===== config.mk =====
export PLATFORM = sky130hd
export DESIGN_NAME = binary_counter_n
export DESIGN_NICKNAME = d
export VERILOG_FILES = /design/src/rtl/binary_counter_n.sv
export SDC_FILE = /design/constraint.sdc
export NUM_CORES = 1
export LEC_CHECK = 0
export CAP_MARGIN = 40
export CELL_PAD_IN_SITES_DETAIL_PLACEMENT = 1
export CELL_PAD_IN_SITES_GLOBAL_PLACEMENT = 2
export CORE_MARGIN = 4
export CORE_UTILIZATION = 31
export CTS_BUF_LIST = sky130_fd_sc_hd__clkbuf_8
export CTS_CLUSTER_DIAMETER = 60
export CTS_CLUSTER_SIZE = 16
export DETAILED_ROUTE_END_ITERATION = 12
export GPL_TIMING_DRIVEN = 0
export HOLD_SLACK_MARGIN = 0.02
export PLACE_DENSITY = 0.93
export SLEW_MARGIN = 15
export SYNTH_ARGS = -nofsm -noshare
export SYNTH_HDL_FRONTEND = slang
export SYNTH_SLANG_ARGS = --single-unit

===== constraint.sdc =====
create_clock -name clock -period 4.8 [get_ports clock]
set_input_delay 1.44 -clock clock [delete_from_list [all_inputs] [get_ports clock]]
set_output_delay 1.44 -clock clock [all_outputs]
set_load 0.01 [all_outputs]

===== src/rtl/binary_counter_n.sv =====
// Parametrised up/down binary counter with programmable modulus, wrap or saturate
// overflow handling, a one-cycle terminal-count pulse and a sticky overflow flag.
module binary_counter_n #(
  parameter int               WIDTH    = 16,
  parameter logic [WIDTH-1:0] MAX      = {WIDTH{1'b1}},
  parameter bit               SATURATE = 1'b0
) (
  input  logic             clock,
  input  logic             rst,
  input  logic [WIDTH-1:0] in,
  input  logic             load,
  input  logic             inc,
  input  logic             dec,
  input  logic             clear,
  output logic [WIDTH-1:0] out,
  output logic             tc,
  output logic             zero,
  output logic             ovf
);

  logic [WIDTH-1:0] load_value;
  logic             at_max;
  logic             at_min;

  // Values above MAX are clamped on load rather than flagged.
  assign load_value = (in > MAX) ? MAX : in;
  assign at_max     = (out == MAX);
  assign at_min     = (out == '0);
  assign zero       = at_min;

  // NOTE: every register here uses <= so all of them sample the pre-edge count;
  // blocking assignments would let tc/ovf see the already-updated out.
  always_ff @(posedge clock) begin
    if (rst) begin
      out <= '0;
      tc  <= 1'b0;
      ovf <= 1'b0;
    end else if (clear) begin
      out <= '0;
      tc  <= 1'b0;
      ovf <= 1'b0;
    end else if (load) begin
      out <= load_value;
      tc  <= 1'b0;
      ovf <= 1'b0;
    end else if (inc && !dec) begin
      if (!at_max) begin
        out <= out + 1'b1;
        tc  <= 1'b0;
      end else begin
        // Explicit compare against MAX: the wrap must not depend on natural overflow.
        tc <= 1'b1;
        if (SATURATE) ovf <= 1'b1;
        else          out <= '0;
      end
    end else if (dec && !inc) begin
      if (!at_min) begin
        out <= out - 1'b1;
        tc  <= 1'b0;
      end else begin
        tc <= 1'b1;
        if (SATURATE) ovf <= 1'b1;
        else          out <= MAX;
      end
    end else begin
      tc <= 1'b0;
    end
  end

endmodule


==> qor.txt, run 1 <==
power share of the sequential group: 32.7%
hold_sp: out[6]
RSZ-0062 raised after global routing: false
Post-CTS Setup Bufs: 0
Clock power frac: 23.8%
PnR worst setup slack: 621.8 ps
Finished Layout Cells: 326
Die Area: 6456 µm²
share of cells above drive strength 1: 8.594%
detailed-route via count: 1924
Final GP Congestion: 0.9173
Reg2Reg Setup Slack: 2260 ps
Critical Path Start Type: register
critical path type: register to output port
worst slack, placed: 934.9 ps
# IOs: 41
Mapped Cells: 213
ant diodes: 0
Gate power share: 43.5%
Power, Total: 0.4908 mW
chip height: 80.35 µm
post-synthesis to final-layout area growth: 32.23%
Pint: 0.3037 mW
Slew Limit Fails: 0
worst r2r path cells: 8
Overflow after GRT: 0
Post-Syn Area: 1623 µm²
die span in x: 80.35 µm
Worst Hold Class: register to register
iteration-0 DRC count of the detailed router: 119
total negative setup slack: 0 ps
Yosys warnings: 0
HPWL after DPL: 4446 µm
CTS tree: done
clk_skew: 2.127 ps
Post-synth top flop: dfxtp_1
input/output buffers: 39
reg2reg end: out[8]
Critical Path AT: 2740 ps
final layout net count: 282
Detailed Route WL: 6025 µm
Slew @ Worst Pin: 779.9 ps
Core Region: 5075 µm²
num rows: 26
vias in the first global route: 1854
number of synthesized flops with an enable pin: 0
Tot GR Track Use: 18.86%
Setup violations, final: 0
DP Cell Count: 322
Avg Synthesized Cell Area: 7.619 µm²
register area share after synthesis: 20.97%
VDD IR max: 0.09512 mV
# DRC: 0
fin crit share: 87.05%
DR vias/cell: 5.902
CP Capture Type: output port
WHS Endpoint: out[6]
cts bufs inserted: 3
status: finished, final reports clean
minimum clock period: 4178 ps
worst hold path stage count: 2
Cell variety after synth: 60
Max FO, Critical Path: 8
reg2reg start: out[0]
clk root buf: clkbuf_8
Leakage: 0.7409 nW
DR WL/cell: 18.48 µm
Seq cells post-synth: 17
Max transition margin: 47.58%
Final ANT Viol Nets: 0
Reg clk slew, reported paths: 80 ps
Peak Freq: 239.3 MHz
async set-reset flop share out of synthesis: 0%
Psw: 0.1871 mW
Hold Slack: 574.2 ps
antenna violations before repair: 0
clock buffer depth: 2
Syn Nets: 238
fin area: 2146 µm²
drt first pass iters: 4
final hold vios: 0
WP data required: 3360 ps
# fillers: 652
CTS resizes: 0
final core occ: 42.28%
switch share: 38.12%
dpl cell area: 2101 µm²
H-Tree Depth: 1
first-pass GRT wire length: 9397 µm
maxcap violations: 0
Initial Utilization: 31.98%
Clock Latency Late Sink: 260 ps
Power Dens Cells: 228.7 nW/µm²
clock sinks: 17
hold buffer count at CTS: 0
largest net degree at the start of global routing: 11
[routing by layer]
metal | up-vias | GRT usage (%) | wire [µm]
met1 | 936 | 24.93 | 2795
li1 | 927 | - | -
met5 | - | 0 | 0
met3 | 8 | 2.578 | 292
met2 | 53 | 31.71 | 2866
met4 | 0 | 5.405 | 71
[logic make-up after synthesis]
kind of cell	synth area share (%)
and+or+nand+nor	31.61
AOI/OAI and AO/OA	33.39
buffers and inverters	7.555
DFF	20.97
xor gates and xnor gates	3.238
adders and majority gates	2.313
other	0.2311
muxes	0.6939
[critical path, stage by stage (launching register included)]
cell and delay, ps:
dfxtp_1 340, clkbuf_1 210, inv_1 130, ha_1 170, or4b_1 500, nor4_4 480, clkdlybuf4s50_1 660
[Yosys cell counts, types with 3 or more instances]
library cell | count | area (µm²)
nand4_1 | 11 | 68.82
o21a_1 | 5 | 37.54
a21oi_1 | 10 | 50.05
xnor2_1 | 6 | 52.55
o21ai_0 | 11 | 55.05
dfxtp_1 | 17 | 340.3
nand2b_1 | 3 | 18.77
a221oi_1 | 4 | 35.03
nand2_1 | 14 | 52.55
nand3_1 | 9 | 45.04
and3_1 | 5 | 31.28
nor2_1 | 12 | 45.04
o31ai_1 | 3 | 22.52
o221ai_1 | 5 | 43.79
nor3_1 | 6 | 30.03
a41oi_1 | 4 | 35.03
a31oi_1 | 5 | 31.28
inv_1 | 6 | 22.52
clkbuf_1 | 17 | 63.81
and4_1 | 6 | 52.55
ha_1 | 3 | 37.54
or3_1 | 3 | 18.77
[registers in the layout (all words and copies together), names as in the netlist]
| signal | count |
|---|---|
| out | 16 |
| tc | 1 |
[power by group through the flow]
stage | sequential (mW) | clock [mW] | combinational [mW]
2_1_floorplan | 0.166 | 0 | 0.130
5_1_grt | 0.162 | 0.124 | 0.233
3_5_place_dp | 0.164 | 0 | 0.212
6_report | 0.161 | 0.117 | 0.214
3_3_place_gp | 0.163 | 0 | 0.208
4_1_cts | 0.160 | 0.118 | 0.213
[placed cells by master (no fill, tap or decap), types with 6 or more instances in the layout]
cell	instances
a21oi_1	10
and4_1	6
clkbuf_1	17
clkdlybuf4s50_1	39
dfxtp_1	17
inv_1	7
nand2_1	14
nand3_1	9
nand4_1	11
nor2_1	12
nor3_1	6
o21ai_0	11
xnor2_1	6
[how the worst max path moves through the flow]
stage          startpoint     end  slack (ps)  cells past startpoint
4_1_cts            out[0]    zero         640                      6
6_report           out[0]    zero         620                      6
5_1_grt            out[0]    zero         500                      6
3_5_place_dp          dec  out[9]         930                      7
2_1_floorplan      out[0]    zero        1760                      5
3_3_place_gp          dec  out[6]         950                      7
[area by class of cell]
type	count	area (µm²)	share of cell area, %
buffer	22	96.34	4.490
clock buffer	3	41.29	1.924
clock inverter	1	3.754	0.1749
inverter	7	26.28	1.224
multi-input combinational	167	1160	54.05
sequential	17	340.3	15.86
tap	70	87.58	4.082
timing repair buffer	39	390.4	18.19
(Power assumes the default switching activity.)
==> run 2: changes to the inputs <==
==> config.mk (replaced) <==
export PLATFORM = sky130hd
export DESIGN_NAME = binary_counter_n
export DESIGN_NICKNAME = d
export VERILOG_FILES = /design/src/rtl/binary_counter_n.sv
export SDC_FILE = /design/constraint.sdc
export NUM_CORES = 1
export LEC_CHECK = 0
export CAP_MARGIN = 20
export CELL_PAD_IN_SITES_DETAIL_PLACEMENT = 1
export CELL_PAD_IN_SITES_GLOBAL_PLACEMENT = 2
export CORE_MARGIN = 4
export CORE_UTILIZATION = 40
export CTS_BUF_LIST = sky130_fd_sc_hd__clkbuf_2
export CTS_CLUSTER_DIAMETER = 60
export CTS_CLUSTER_SIZE = 16
export DETAILED_ROUTE_END_ITERATION = 12
export DONT_BUFFER_PORTS = 1
export GPL_TIMING_DRIVEN = 0
export HOLD_SLACK_MARGIN = 0.02
export PLACE_DENSITY = 0.92
export SLEW_MARGIN = 15
export SYNTH_ARGS = -nofsm -noshare
export SYNTH_HDL_FRONTEND = slang
export SYNTH_SLANG_ARGS = --single-unit
==> run 2 against run 1 <==
  * Die area fell by 20%
  * Clock power fell by 35%
  * Fmax rose by 12%
  * Sequential cell count did not move
  * Non-clock buffer count fell by 39
  * Power fell by 17%
  * Sequential power rose by 3%
  * Via count fell by 7.6%
  * Wire length fell by 6.7%
==> qor.txt, run 2 (synthesis gave the netlist of run 1 again) <==
status: finished, final reports clean
Slowest cell on crit path: nor4_4
Slew Limit Fails: 0 (unchanged)
minimum clock period: 3741 ps (-437.6 ps)
num rows: 22 (-15%)
vias in the first global route: 1953 (+5.3%)
detailed-route via count: 1778 (-7.6%)
# fillers: 503 (-23%)
ant diodes: 0 (unchanged)
Die Area: 5140 µm² (-20%)
# DRC: 0 (unchanged)
CP Capture Type: output port
iteration-0 DRC count of the detailed router: 115 (-3.4%)
Final ANT Viol Nets: 0 (unchanged)
worst path bufs/invs: 2 (-1)
first-pass GRT wire length: 9535 µm (+1.5%)
Max transition margin: 45.91% (-1.7 points)
input/output buffers: 0 (-100%)
DR WL/cell: 21.22 µm (+15%)
final layout net count: 243 (-14%)
Largest stage delay, worst path: 530 ps (-130 ps)
fin crit share: 77.93% (-9.1 points)
Overflow after GRT: 0 (unchanged)
worst hold path stage count: 2 (unchanged)
Leakage: 0.5853 nW (-21%)
Peak Freq: 267.3 MHz (+12%)
chip height: 71.70 µm (-11%)
CTS resizes: 0 (unchanged)
drt first pass iters: 4 (unchanged)
CTS tree: done
reg2reg start: out[0]
hold_sp: out[6]
post-synthesis to final-layout area growth: 4.934%
Reg2Reg Setup Slack: 2110 ps (-150 ps)
Critical Path AT: 2300 ps (-440 ps)
largest net degree at the start of global routing: 11 (unchanged)
hold buffer count at CTS: 0 (unchanged)
biggest regs: out x16, tc x1
clk root buf: clkbuf_2
cts bufs inserted: 3 (unchanged)
DR vias/cell: 6.709 (+14%)
Power Dens Cells: 240.6 nW/µm² (+5.2%)
Initial Utilization: 42.72% (+11 points)
clock buffer depth: 2 (unchanged)
reg2reg end: out[8]
area of the multi-input gates: 1160 µm² (unchanged)
flip-flop and latch area: 340.3 µm² (unchanged)
antenna violations before repair: 0 (unchanged)
WHS Endpoint: out[6]
Setup violations, final: 0 (unchanged)
Detailed Route WL: 5624 µm (-6.7%)
HPWL after DPL: 4285 µm (-3.6%)
die span in x: 71.70 µm (-11%)
Most flops, register: out
Clock Latency Late Sink: 350 ps (+90 ps)
Slew @ Worst Pin: 804.7 ps (+24.77 ps)
cell breakdown of the critical path: clkbuf_1, inv_1, ha_1, or4b_1, nor4_4
WP data required: 3360 ps (about the same)
# IOs: 41 (unchanged)
H-Tree Depth: 1 (unchanged)
final hold vios: 0 (unchanged)
Core Region: 3799 µm² (-25%)
clock sinks: 17 (unchanged)
maxcap violations: 0 (unchanged)
Max FO, Critical Path: 8 (unchanged)
total negative setup slack: 0 ps (unchanged)
critical path type: register to output port
Final GP Congestion: 0.9379 (+2.2%)
Reg clk slew, reported paths: 220 ps (+140 ps)
clk_skew: 23.79 ps (+21.66 ps)
VDD IR max: 0.08912 mV (-6.3%)
RSZ-0062 raised after global routing: false
max reg flops: 16 (unchanged)
family with the most delay on the worst path: simple AND/OR/NAND/NOR gates
Critical Path Start Type: register
worst r2r path cells: 8 (unchanged)
Post-CTS Setup Bufs: 0 (unchanged)
Tot GR Track Use: 23.05% (+4.2 points)
Hold Slack: 613.5 ps (+39.27 ps)
share of cells above drive strength 1: 10.60% (+2.0 points)
most frequent cells in the layout: 17 x clkbuf_1, 17 x dfxtp_1, 14 x nand2_1
Worst Hold Class: register to register
-- run 2: final cells by class --
class / count / area share (%)
inverters: 7 / 1.543
flip-flops and latches: 17 / 19.99
plain buffers: 22 / 5.658
clock buffers: 3 / 0.8817
well taps: 48 / 3.527
multi-input cells: 167 / 68.11
clock inverters: 1 / 0.2939
-- run 2: through the flow --
stage          setup slack, ps  utilization, %  instance area (µm²)  total power, mW  instances
2_1_floorplan             1762               -                 1623           0.2960        213
3_3_place_gp              1515           44.30                 1683           0.3309        261
3_5_place_dp              1495           44.30                 1683           0.3358        261
4_1_cts                   1069           44.83                 1703           0.4108        265
5_1_grt                  922.6           44.83                 1703           0.4378        265
6_report                  1059           44.83                 1703           0.4097        265
-- run 2: worst max-delay path by stage --
stage | from | to | slack [ps] | cells after the start
3_3_place_gp | out[0] | zero | 1520 | 5
4_1_cts | out[0] | zero | 1070 | 5
5_1_grt | out[0] | zero | 920 | 5
3_5_place_dp | out[0] | zero | 1500 | 5
2_1_floorplan | out[0] | zero | 1760 | 5
6_report | out[0] | zero | 1060 | 5
-- run 2: power breakdown --
group          switching (mW)  internal, mW  leakage [nW]  total (mW)
clock network          0.0571        0.0189        0.0164      0.0760
registers              0.0159         0.150         0.139       0.166
logic                   0.102        0.0651         0.430       0.167
-- run 2: worst reg2reg max path, cell delays in order, from the launching register on --
cell and delay, ps:
dfxtp_1 410, clkbuf_1 230, inv_1 130, ha_1 170, or4b_1 490, nor4_4 530
a21oi_4 230, a32o_1 320, a21oi_2 120
-- run 2: routing by layer --
layer / wire [µm] / track usage [%] / share of wire [%]
met4: 125 / 9.186 / 2.2
met3: 277 / 4.067 / 4.9
met5: 0 / 0 / 0
met2: 2706 / 38.78 / 48
met1: 2514 / 28.93 / 45
==> run 3: changes to the inputs <==
--- a/config.mk
+++ b/config.mk
@@ -9,7 +9,7 @@
 export CELL_PAD_IN_SITES_DETAIL_PLACEMENT = 1
 export CELL_PAD_IN_SITES_GLOBAL_PLACEMENT = 2
 export CORE_MARGIN = 4
-export CORE_UTILIZATION = 40
+export CORE_UTILIZATION = 33
 export CTS_BUF_LIST = sky130_fd_sc_hd__clkbuf_2
 export CTS_CLUSTER_DIAMETER = 60
 export CTS_CLUSTER_SIZE = 16
@@ -17,7 +17,7 @@
 export DONT_BUFFER_PORTS = 1
 export GPL_TIMING_DRIVEN = 0
 export HOLD_SLACK_MARGIN = 0.02
-export PLACE_DENSITY = 0.92
+export PLACE_DENSITY = 0.81
 export SLEW_MARGIN = 15
 export SYNTH_ARGS = -nofsm -noshare
 export SYNTH_HDL_FRONTEND = slang
==> constraint.sdc (replaced) <==
create_clock -name clock -period 3.3 [get_ports clock]
set_input_delay 0.99 -clock clock [delete_from_list [all_inputs] [get_ports clock]]
set_output_delay 0.99 -clock clock [all_outputs]
set_load 0.01 [all_outputs]
==> run 3 against run 2 <==
  * Via count up 0.90%
  * Sequential share of layout area down 0.36 points
  * Wire length up 3.3%
  * First-iteration DRC count up 21%
  * Register-to-register slack worse by 1400 ps
  * Non-clock buffer count up 2
  * Worst hold slack better by 8.3 ps
  * Power up 48%
  * Sequential power up 46%
  * Critical path depth unchanged
  * Design area up 3.3%
  * Critical path type unchanged
==> qor.txt, run 3 (synthesis gave the netlist of run 1 again) <==
status: finished, final reports clean
chip height: 78.13 µm (+9.0%)
minimum clock period: 3183 ps
Setup violations, final: 0 (unchanged)
WHS Endpoint: out[6]
Tot GR Track Use: 19.87% (-3.2 points)
Power Dens Cells: 345.4 nW/µm² (+44%)
critical path type: register to output port
drt first pass iters: 4 (unchanged)
reg2reg start: out[0]
hold buffer count at CTS: 0 (unchanged)
WP data required: 2310 ps (-1050 ps)
Final ANT Viol Nets: 0 (unchanged)
Die Area: 6104 µm² (+19%)
total negative setup slack: 0 ps (unchanged)
CTS tree: done
clock sinks: 17 (unchanged)
maxcap violations: 0 (unchanged)
ant diodes: 0 (unchanged)
final core occ: 37.00% (-7.8 points)
Max FO, Critical Path: 7 (-1)
post-synthesis to final-layout area growth: 8.404%
Initial Utilization: 34.13% (-8.6 points)
vias in the first global route: 1788 (-8.4%)
switch share: 42.32% (-0.47 points)
Global Route met3 Usage: 4.243% (+0.18 points)
CP Capture Type: output port
power share of the sequential group: 39.9% (-0.7 points)
worst r2r path cells: 8 (unchanged)
clk_skew: 17.35 ps (-6.437 ps)
DR vias/cell: 6.273 (-6.5%)
Overflow after GRT: 0 (unchanged)
final layout net count: 245 (+0.82%)
# DRC: 0 (unchanged)
DR WL/cell: 20.32 µm (-4.3%)
max reg flops: 16 (unchanged)
largest net degree at the start of global routing: 11 (unchanged)
final hold vios: 0 (unchanged)
dpl cell area: 1707 µm² (+1.4%)
fin crit share: 96.47%
Psw: 0.2571 mW (+47%)
Clock power frac: 19.2% (+0.7 points)
Clock Latency Late Sink: 340 ps (about the same)
VDD IR max: 0.1250 mV (+40%)
clk root buf: clkbuf_2
Critical Path AT: 2190 ps (-110 ps)
Worst Hold Class: register to register
Reg clk slew, reported paths: 220 ps (about the same)
Slew Limit Fails: 0 (unchanged)
die span in x: 78.13 µm (+9.0%)
H-Tree Depth: 1 (unchanged)
hold_sp: out[6]
Gate power share: 41.0% (about the same)
most frequent cells in the layout: 15 x clkbuf_1, 15 x dfxtp_1, 14 x nand2_1
# IOs: 41 (unchanged)
Peak Freq: 314.1 MHz
num rows: 25 (+14%)
Detailed Route WL: 5811 µm (+3.3%)
worst hold path stage count: 2 (unchanged)
detailed-route via count: 1794 (+0.90%)
Slew @ Worst Pin: 749.8 ps (-54.83 ps)
Leakage: 0.6057 nW (+3.5%)
cts bufs inserted: 3 (unchanged)
Core Region: 4755 µm² (+25%)
antenna violations before repair: 0 (unchanged)
Critical Path Start Type: register
Max transition margin: 49.60% (+3.7 points)
iteration-0 DRC count of the detailed router: 139 (+21%)
HPWL after DPL: 4279 µm (-0.14%)
biggest regs: out x16, tc x1
first-pass GRT wire length: 9549 µm (+0.15%)
fin area: 1759 µm² (+3.3%)
share of cells above drive strength 1: 14.16% (+3.6 points)
busiest layer in global routing: met2
met1 Usage GRT: 27.41% (-1.5 points)
input/output buffers: 0 (unchanged)
RSZ-0062 raised after global routing: false
clock buffer depth: 2 (unchanged)
Most flops, register: out
Power, Total: 0.6076 mW (+48%)
Reg2Reg Setup Slack: 710 ps (-1400 ps)
Final GP Congestion: 0.8910 (-5.0%)
reg2reg end: out[8]
Pint: 0.3505 mW (+50%)
GR Util met2: 31.08% (-7.7 points)
[run 3: cell count changes in the layout (fill, tap and decap cells not counted), sizes merged]
cell / before / now
buf: 5 / 8
clkinv: 1 / 0
[run 3: final cells by class]
| type | count | area [µm²] |
|---|---|---|
| Sequential cell | 17 | 345.3 |
| Multi-Input combinational cell | 167 | 1164 |
| Inverter | 7 | 26.28 |
| Tap cell | 67 | 83.83 |
| Timing Repair Buffer | 2 | 15.01 |
| Fill cell | 618 | 2995 |
| Buffer | 22 | 105.1 |
| Clock buffer | 4 | 20.02 |
[run 3: layer usage]
metal	wire length [µm]	part of all wire [%]
met5	0	0
met4	68	1.2
met3	285	4.9
met2	2724	47
met1	2732	47
[run 3: worst max-delay path: stages (launching register included)]
cell,delay (ps)
dfxtp_4,420
buf_6,130
inv_2,50
ha_1,140
or4b_4,470
nor4_4,630
[run 3: worst max-delay path by stage]
| stage | cells after the start | startpoint | to | slack [ps] |
|---|---|---|---|---|
| 2_1_floorplan | 5 | out[0] | zero | 710 |
| 3_3_place_gp | 6 | dec | out[6] | 440 |
| 3_5_place_dp | 5 | out[0] | zero | 460 |
| 4_1_cts | 5 | out[0] | zero | 20 |
| 5_1_grt | 5 | out[0] | zero | 9 |
| 6_report | 5 | out[0] | zero | 120 |
[run 3: repair_timing]
action,in CTS,in global routing
hold endpoints to repair,0,0
setup buffers,0,2
setup endpoints to repair,0,1
gates resized for setup,0,13
[run 3: metrics by stage]
| step | std cells | setup slack [ps] | hold WS [ps] |
|---|---|---|---|
| 2_1_floorplan | 213 | 712.1 | 545.1 |
| 3_3_place_gp | 280 | 441.8 | 581.7 |
| 3_5_place_dp | 280 | 456.5 | 595.2 |
| 4_1_cts | 284 | 16.47 | 618.5 |
| 5_1_grt | 286 | 8.732 | 675.4 |
| 6_report | 286 | 116.5 | 621.7 |
[run 3: power by group through the flow]
stage                     Clock [mW]  Combinational (mW)  Sequential (mW)
after floorplan                    0               0.189            0.241
after global placement             0               0.242            0.246
after detailed placement           0               0.243            0.247
after CTS                      0.121               0.244            0.242
after global routing           0.130               0.280            0.245
final                          0.116               0.249            0.242
